[config.mk]
export PLATFORM = sky130hd
export DESIGN_NAME = lcd_char_rx
export DESIGN_NICKNAME = d
export VERILOG_FILES = /design/src/rtl/lcd_char_rx.sv
export SDC_FILE = /design/constraint.sdc
export NUM_CORES = 1
export LEC_CHECK = 0
export ABC_AREA = 1
export BUFFER_PORTS_ARGS = -buffer_cell sky130_fd_sc_hd__buf_2
export CORE_ASPECT_RATIO = 1.5
export CORE_MARGIN = 3
export CORE_UTILIZATION = 56
export CTS_CLUSTER_SIZE = 12
export DETAILED_ROUTE_END_ITERATION = 10
export GPL_TIMING_DRIVEN = 0
export HOLD_SLACK_MARGIN = 0.15
export PLACE_DENSITY = 0.76
export SLEW_MARGIN = 20
export SYNTH_ARGS = -nofsm -noshare
export SYNTH_HDL_FRONTEND = slang
export SYNTH_SLANG_ARGS = --single-unit
[constraint.sdc]
create_clock -name CLK -period 2 [get_ports CLK]
set_input_delay 0.4 -clock CLK [delete_from_list [all_inputs] [get_ports CLK]]
set_output_delay 0.4 -clock CLK [all_outputs]
set_load 0.05 [all_outputs]
[src/rtl/lcd_char_rx.sv]
// Snoops a write-only HD44780-style LCD bus into a 2x16 character shadow; command pulse 3-4 clks after E falls, BUSY drops strobes.
// Optional sticky OVERRUN on strobe-while-busy is built when LCD_RX_OVERRUN_EN is defined; otherwise OVERRUN is tied low.
module lcd_char_rx #(
    parameter int BUSY_CYCLES = 40
) (
    input  logic       CLK,
    input  logic       RESETN,
    input  logic       LCD_E,
    input  logic       LCD_RS,
    input  logic       LCD_RW,
    input  logic [7:0] LCD_DATA,
    input  logic [4:0] RD_ADDR,
    output logic [7:0] RD_DATA,
    output logic       CMD_VALID,
    output logic       CMD_RS,
    output logic [7:0] CMD_CODE,
    output logic       BUSY,
    output logic       DISP_ON,
    output logic [6:0] CUR_ADDR,
    output logic       OVERRUN
);

    typedef struct packed {
        logic       e;
        logic       rs;
        logic       rw;
        logic [7:0] dat;
    } lcd_bus_t;

    typedef enum logic [1:0] {
        IDLE  = 2'd0,
        EXEC  = 2'd1,
        CLEAR = 2'd2
    } state_t;

    lcd_bus_t   sync1, sync2, sync3;
    state_t     state, state_nxt;
    logic [7:0] cnt, cnt_nxt;
    logic       inc;
    logic       strobe, accept, clear_done;
    logic [7:0] shadow [32];
    logic       mem_we;
    logic [4:0] mem_idx;
    logic [7:0] mem_wdat;

    // sync3 holds the last E=1 sample when the falling edge is seen in sync2
    always_ff @(posedge CLK) begin
        if (RESETN) begin
            sync1 <= '0;
            sync2 <= '0;
            sync3 <= '0;
        end else begin
            sync1 <= '{e: LCD_E, rs: LCD_RS, rw: LCD_RW, dat: LCD_DATA};
            sync2 <= sync1;
            sync3 <= sync2;
        end
    end

    assign strobe     = sync3.e & ~sync2.e;
    assign BUSY       = (state != IDLE);
    assign accept     = strobe & ~BUSY & ~sync3.rw;
    assign clear_done = (state == CLEAR) && (cnt == 8'd31);

    always_ff @(posedge CLK) begin
        if (RESETN) begin
            state <= CLEAR;
            cnt   <= '0;
        end else begin
            state <= state_nxt;
            cnt   <= cnt_nxt;
        end
    end

    always_comb begin
        state_nxt = state;
        cnt_nxt   = cnt;
        case (state)
            IDLE: begin
                if (accept) begin
                    if (!sync3.rs && sync3.dat == 8'h01) begin
                        state_nxt = CLEAR;
                        cnt_nxt   = '0;
                    end else begin
                        state_nxt = EXEC;
                        cnt_nxt   = 8'(BUSY_CYCLES - 1);
                    end
                end
            end
            EXEC: begin
                if (cnt == 8'd0) state_nxt = IDLE;
                else             cnt_nxt   = cnt - 8'd1;
            end
            CLEAR: begin
                if (cnt == 8'd31) state_nxt = IDLE;
                else              cnt_nxt   = cnt + 8'd1;
            end
            default: begin
                state_nxt = CLEAR;
                cnt_nxt   = '0;
            end
        endcase
    end

    // Off-map addresses snap to the next legal address in the step direction
    function automatic logic [6:0] addr_step(input logic [6:0] a, input logic up);
        logic [6:0] r;
        if (up) begin
            if (a <= 7'h26)      r = a + 7'd1;
            else if (a <= 7'h3F) r = 7'h40;
            else if (a <= 7'h66) r = a + 7'd1;
            else                 r = 7'h00;
        end else begin
            if (a == 7'h00)      r = 7'h67;
            else if (a <= 7'h28) r = a - 7'd1;
            else if (a <= 7'h40) r = 7'h27;
            else if (a <= 7'h68) r = a - 7'd1;
            else                 r = 7'h67;
        end
        return r;
    endfunction

    always_ff @(posedge CLK) begin
        if (RESETN) begin
            CUR_ADDR  <= '0;
            inc       <= 1'b1;
            DISP_ON   <= 1'b0;
            CMD_VALID <= 1'b0;
            CMD_RS    <= 1'b0;
            CMD_CODE  <= '0;
        end else begin
            CMD_VALID <= accept;
            if (accept) begin
                CMD_RS   <= sync3.rs;
                CMD_CODE <= sync3.dat;
            end
            if (clear_done) begin
                CUR_ADDR <= '0;
                inc      <= 1'b1;
            end else if (accept) begin
                if (sync3.rs) begin
                    CUR_ADDR <= addr_step(CUR_ADDR, inc);
                end else begin
                    casez (sync3.dat)
                        8'b1???????: CUR_ADDR <= sync3.dat[6:0];
                        8'b00001???: DISP_ON  <= sync3.dat[2];
                        8'b000001??: inc      <= sync3.dat[1];
                        8'b0000001?: CUR_ADDR <= '0;
                        default: ;
                    endcase
                end
            end
        end
    end

    // Lines map to 0x00-0x0F and 0x40-0x4F; everything else is invisible
    always_comb begin
        mem_we   = 1'b0;
        mem_idx  = {CUR_ADDR[6], CUR_ADDR[3:0]};
        mem_wdat = sync3.dat;
        if (state == CLEAR) begin
            mem_we   = 1'b1;
            mem_idx  = cnt[4:0];
            mem_wdat = 8'h20;
        end else if (accept && sync3.rs && CUR_ADDR[5:4] == 2'b00) begin
            mem_we = 1'b1;
        end
    end

    always_ff @(posedge CLK) begin
        if (mem_we) shadow[mem_idx] <= mem_wdat;
        RD_DATA <= shadow[RD_ADDR];
    end

`ifdef LCD_RX_OVERRUN_EN
    logic overrun;
    always_ff @(posedge CLK) begin
        if (RESETN)                           overrun <= 1'b0;
        else if (strobe & BUSY & ~sync3.rw)   overrun <= 1'b1;
    end
    assign OVERRUN = overrun;
`else
    assign OVERRUN = 1'b0;
`endif

endmodule

Word-level counts from Yosys, hierarchy flattened
Memory sizes are Yosys's and may differ from the RTL's. A register that Yosys moved wholly into a read port is not among the register bits.
Cells that the tools add are included.
{"block": "classes", "add_sub_neg": 4, "order_cmp": 6, "n_eq_ne": 12, "n_mux": 26, "n_bitwise": 8, "reduce_logical": 17}
{"cell": "$mux W7", "count": 9}
{"cell": "$mux W8", "count": 4}
{"cell": "$pmux W8 S3", "count": 1}
{"cell": "$le A7 B6 Y1 const B", "count": 3}
{"cell": "$le A7 B7 Y1 const B", "count": 3}
{"cell": "$pmux W7 S2", "count": 1}
{"cell": "$reduce_and A3 Y1", "count": 3}
{"cell": "$add A8 B1 Y8 const B", "count": 1}
{"cell": "$eq A8 B1 Y1 const B", "count": 1}
{"cell": "$eq A8 B5 Y1 const B", "count": 1}
{"cell": "$logic_not A8 Y1", "count": 1}
{"cell": "$mux W2", "count": 4}
{"cell": "$ne A2 B2 Y1 const B", "count": 4}
{"cell": "$sub A8 B1 Y8 const B", "count": 1}
{"cell": "$add A7 B1 Y7 const B", "count": 1}
{"cell": "$eq A7 B1 Y1 const B", "count": 1}
{"cell": "$logic_not A7 Y1", "count": 1}
{"cell": "$sub A7 B1 Y7 const B", "count": 1}
{"cell": "$eq A6 B1 Y1 const B", "count": 1}
{"cell": "$mux W6", "count": 1}
{"cell": "$pmux W2 S3", "count": 1}
{"cell": "$eq A5 B1 Y1 const B", "count": 1}
{"cell": "$mux W5", "count": 1}
{"cell": "$not A1 Y1", "count": 5}
{"cell": "13 further kinds", "count": 22}
{"block": "totals", "reg_bits": 62, "ramBits": 256, "inputBits": 18, "output_inout_bits": 28, "word_cells": 94, "n_memories": 1}
{"memory": "shadow", "words": 32, "width": 8, "rd": 1, "rd_ports_with_merged_regs": 1, "wr": 1, "line_no": "41", "text": "logic [7:0] shadow [32];"}

Depth between registers and ports, before layout
{"block": "logic_depth", "depth_word": 10, "depth_mapped": 11, "mapped_depth_nobuf": 11}

Worst setup path before layout
No wires, ideal clock.
{"block": "synth_timing", "kind": "flip-flop to flip-flop", "from": "register CUR_ADDR[0]", "to": "memory shadow[11][0] (enable)", "setup_ps": 370, "t_arrival_ps": 1857, "slack_ps": -227, "stages_incl_launch_ff": 5, "n_path_buf": 0, "cell_sequence": "dfxtp_1 > inv_2 > o21ai_0 > nand3_1 > nor2_1"}
{"block": "synth_between", "elab_chain_len": 1}
{"element": "start: declaration", "line_no": "19", "text": "output logic [6:0] CUR_ADDR,"}
{"element": "start signal: assignment", "line_no": "141", "text": "CUR_ADDR <= addr_step(CUR_ADDR, inc);"}
{"element": "$mux W5", "line_no": "160", "text": "if (state == CLEAR) begin"}
{"element": "end: declaration", "line_no": "41"}
Every way passes these cells.

Worst setup path in the final report
{"block": "layout_timing", "from": "register state[0]", "to": "memory shadow[17][5] (enable)"}
{"block": "layout_between", "elab_chain_len": 10}
{"element": "start: declaration", "line_no": "37", "text": "state_t state, state_nxt;"}
{"element": "start signal: assignment", "line_no": "69", "text": "state <= state_nxt;"}
{"element": "$reduce_bool A2 Y1", "line_no": "60", "text": "assign BUSY = (state != IDLE);"}
{"element": "$not A1 Y1", "line_no": "61", "text": "assign accept = strobe & ~BUSY & ~sync3.rw;"}
{"element": "$and A1 B1 Y1 (2 in a row)", "line_no": "61"}
{"element": "$logic_and A1 B1 Y1 (2 in a row)", "line_no": "164", "text": "end else if (accept && sync3.rs && CUR_ADDR[5:4] == 2'b00) begin"}
{"element": "$mux W1", "line_no": "164"}
{"element": "$mux W1", "line_no": "160"}
{"element": "$mux W1", "line_no": "170", "text": "if (mem_we) shadow[mem_idx] <= mem_wdat;"}
{"element": "$mux W1 (implied by the code)", "line_no": "170"}
Several ways; a longest one is shown, not always the timed one.

==> flow_summary.ini <==
[run_status]
status = finished with violations
violations = negative setup slack

[timing]
period_minus_slack_ns = 2.09
relSlewSlack = 0.421
fmax_mhz = 479
hold-worst-slack_ns = 0.228
worstMarginPinSlew_ns = 0.866
finalClockSkew_ns = 0.0203
finalCritPeriodShare = 1.04
worst_slack_ns = -0.0857
slew_violations = 0
setup_viol = 205
finalHoldViolCount = 0
rsz0062_at_grt = true

[yosys]
yosysMostFrequentCell = edfxtp_1
synth-edff-count = 256
synth-adder-area-share = 0.0154
synth_cell_types = 36
synth_largest_area_cell = edfxtp_1
synth_common_cells = 256 x edfxtp_1, 244 x nor2_1, 154 x o21ai_0
syn_area_per_cell_um2 = 10.9
synth_mux_area_frac = 0
seq_area_frac_synth = 0.675
ys_top_cells_by_area = edfxtp_1 57%, dfxtp_1 10%, nor2_1 6.8%
synth-simple-area-share = 0.137
synth_nets = 1267
synth_top_cell_area_share = 0.571
syn_inst = 1233
synth_compound_area_frac = 0.120
ys_seq_elements = 326
synth.cell_area_um2 = 13500
synth_top_family_by_area = simple AND/OR/NAND/NOR gates
ys.flop_type = edfxtp_1
synth_xor_area_frac = 0.00585
async_flop_share = 0
yosysWarnings = 0

[finish]
nets = 1420
antennaDiodeCount = 0
drive_gt1_frac = 0.194
stdcell_count = 1725
areaGrowthSynthToFinish_pct = 24.0

[critical_path]
r2r_slack_ns = -0.09
crit_arrival_ns = 2.37
reg2reg_from = state[0]$_SDFFE_PP0P_
r2r_end = shadow[17][5]$_DFFE_PP_
worstSetupPathType = flop to flop
required_ns = 2.29
path_max_fanout = 11
endpoint_kind = flop
r2r_cells = 9
crit_path_start_kind = flop

[route]
remaining_drc_errors = 0
post_drt_wl_per_cell_um = 23.3
antenna_left = 0
via_per_inst = 6.22
vias = 10736
dr.pass1.iters = 6
drt-initial-drc-count = 1230
drt_wl_total_mm = 40.3

[cts]
clock_latency_ns = 0.58
clkTransAtPathRegs_ns = 0.07
cts_max_level = 1
cts_buffers = 31
clk_path_buf_depth = 3
clock-sinks = 326
cts-root-buf = clkbuf_16
cts_tree = yes

[die]
io_pins = 46
num_rows = 68
fp.dieW_um = 133
dieHeight_um = 196
dieArea_um2 = 26000
core_um2 = 23300
initial_core_util = 0.578

[global_routing]
grt_start_max_net_pins = 33
grt_pass1_vias = 10797
grt_pass1_wl_mm = 59.7
antenna_found_initial = 0
overflow = 0
grtUsageTotal = 0.298

[hold_path]
hold_depth = 4
holdPathEnd = CMD_CODE[0]$_SDFFE_PP0P_
hold_path_class = primary input to flop
min_from = RESETN

[flow_run]
maxCapViolCount = 0

[placement]
placedCellCount = 1594
io_buffers = 42
dpl.hpwl_mm = 25.0
place_congestion = 0.894

[pwr]
vdd_drop_max_uv = 990
total_leakage_power_nw = 5.93
pwr_density_cell_nw_per_um2 = 1130
[area by class of cell]
type	count	area (µm²)
fill	1580	6610
multi-input combinational	755	4330
buffer	65	335
inverter	86	339
tap	315	394
sequential	326	9100
timing repair buffer	121	1310
clock inverter	2	16.3
clock buffer	55	882
[power by group]
part           leakage [nW]  switching (mW)  internal (mW)  total [mW]
registers              2.85           0.226           8.07        8.30
clock network         0.430            2.44           2.96        5.40
logic                  2.65            3.34           1.86        5.20
[how the worst max path moves through the flow]
stage | startpoint | end | slack, ns
CTS | state[1]$_SDFFE_PP1P_ | shadow[12][3]$_DFFE_PP_ | 0.001
detailed placement | RD_ADDR[1] | RD_DATA[3]$_DFF_P_ | -0.55
global placement | state[0]$_SDFFE_PP0P_ | shadow[6][6]$_DFFE_PP_ | -1.49
global route | state[0]$_SDFFE_PP0P_ | shadow[17][5]$_DFFE_PP_ | -0.1
floorplan | state[0]$_SDFFE_PP0P_ | shadow[0][6]$_DFFE_PP_ | -0.09
finish | state[0]$_SDFFE_PP0P_ | shadow[17][5]$_DFFE_PP_ | -0.09
[cells by family after synthesis]
kind of cell	Yosys count
adders and majority gates	16
and+or+nand+nor	451
other	1
DFF	326
AOI/OAI and AO/OA	278
xor gates and xnor gates	9
buffers and inverters	152
[critical path, cell delays in order (launching register included)]
cell	delay [ns]
dfxtp_4	0.35
inv_4	0.08
ha_4	0.18
inv_6	0.08
or2_2	0.29
o21ai_2	0.16
nand3_4	0.14
buf_12	0.19
nor2_4	0.16
buf_12	0.16
[through the flow]
stage / cell area [µm²] / setup TNS (ns) / total power, mW / worst slack (ns) / utilization
floorplan: 13800 / -28.53 / 11.0 / -0.0891 / -
CTS: 16400 / 0 / 18.1 / 0.000983 / 0.705
detailed placement: 14500 / -138.39 / 12.1 / -0.549 / 0.624
global route: 16700 / -14.80 / 19.4 / -0.0996 / 0.717
global placement: 14400 / -366.92 / 11.8 / -1.49 / 0.618
finish: 16700 / -5.41 / 18.9 / -0.0857 / 0.717
[state kept, by name, indices dropped and copies added, names as in the netlist]
name	count
shadow	256
sync1	11
sync2	11
sync3	11
CMD_CODE	8
RD_DATA	8
cnt	8
CUR_ADDR	7
state	2
CMD_RS	1
CMD_VALID	1
DISP_ON	1
inc	1
[layer usage]
| layer | GRT usage | vias up | share of wire |
|---|---|---|---|
| li1 | - | 4683 | - |
| met1 | 0.317 | 5055 | 0.31 |
| met2 | 0.543 | 756 | 0.52 |
| met3 | 0.0357 | 242 | 0.081 |
| met4 | 0.212 | 0 | 0.092 |
| met5 | 0 | - | 0 |
[layout by cell type, fill, tap and decap left out, drive strengths merged]
cell / n
or2: 2
xnor2: 5
edfxtp: 256
and2: 3
nand4: 10
fa: 1
dlygate4sd3: 11
o221ai: 48
a21oi: 44
nand3b: 1
a21o: 1
inv: 84
nand2: 113
clkbuf: 89
clkinvlp: 2
o22ai: 13
dfxtp: 70
o211ai: 1
nor3: 4
nand3: 73
nor3b: 1
conb: 1
buf: 141
nor2: 244
o21ai: 162
xor2: 4
a31oi: 3
ha: 15
clkinv: 2
o21a: 2
a211oi: 4
[what timing repair did]
action / CTS / global route
hold buffers: 11 / 0
setup endpoints to repair: 393 / 260
setup buffers: 50 / 14
pin swaps: 38 / 32
resized for setup: 39 / 39
hold endpoints to repair: 11 / 0
No activity file was read; power rests on OpenSTA's default activity.
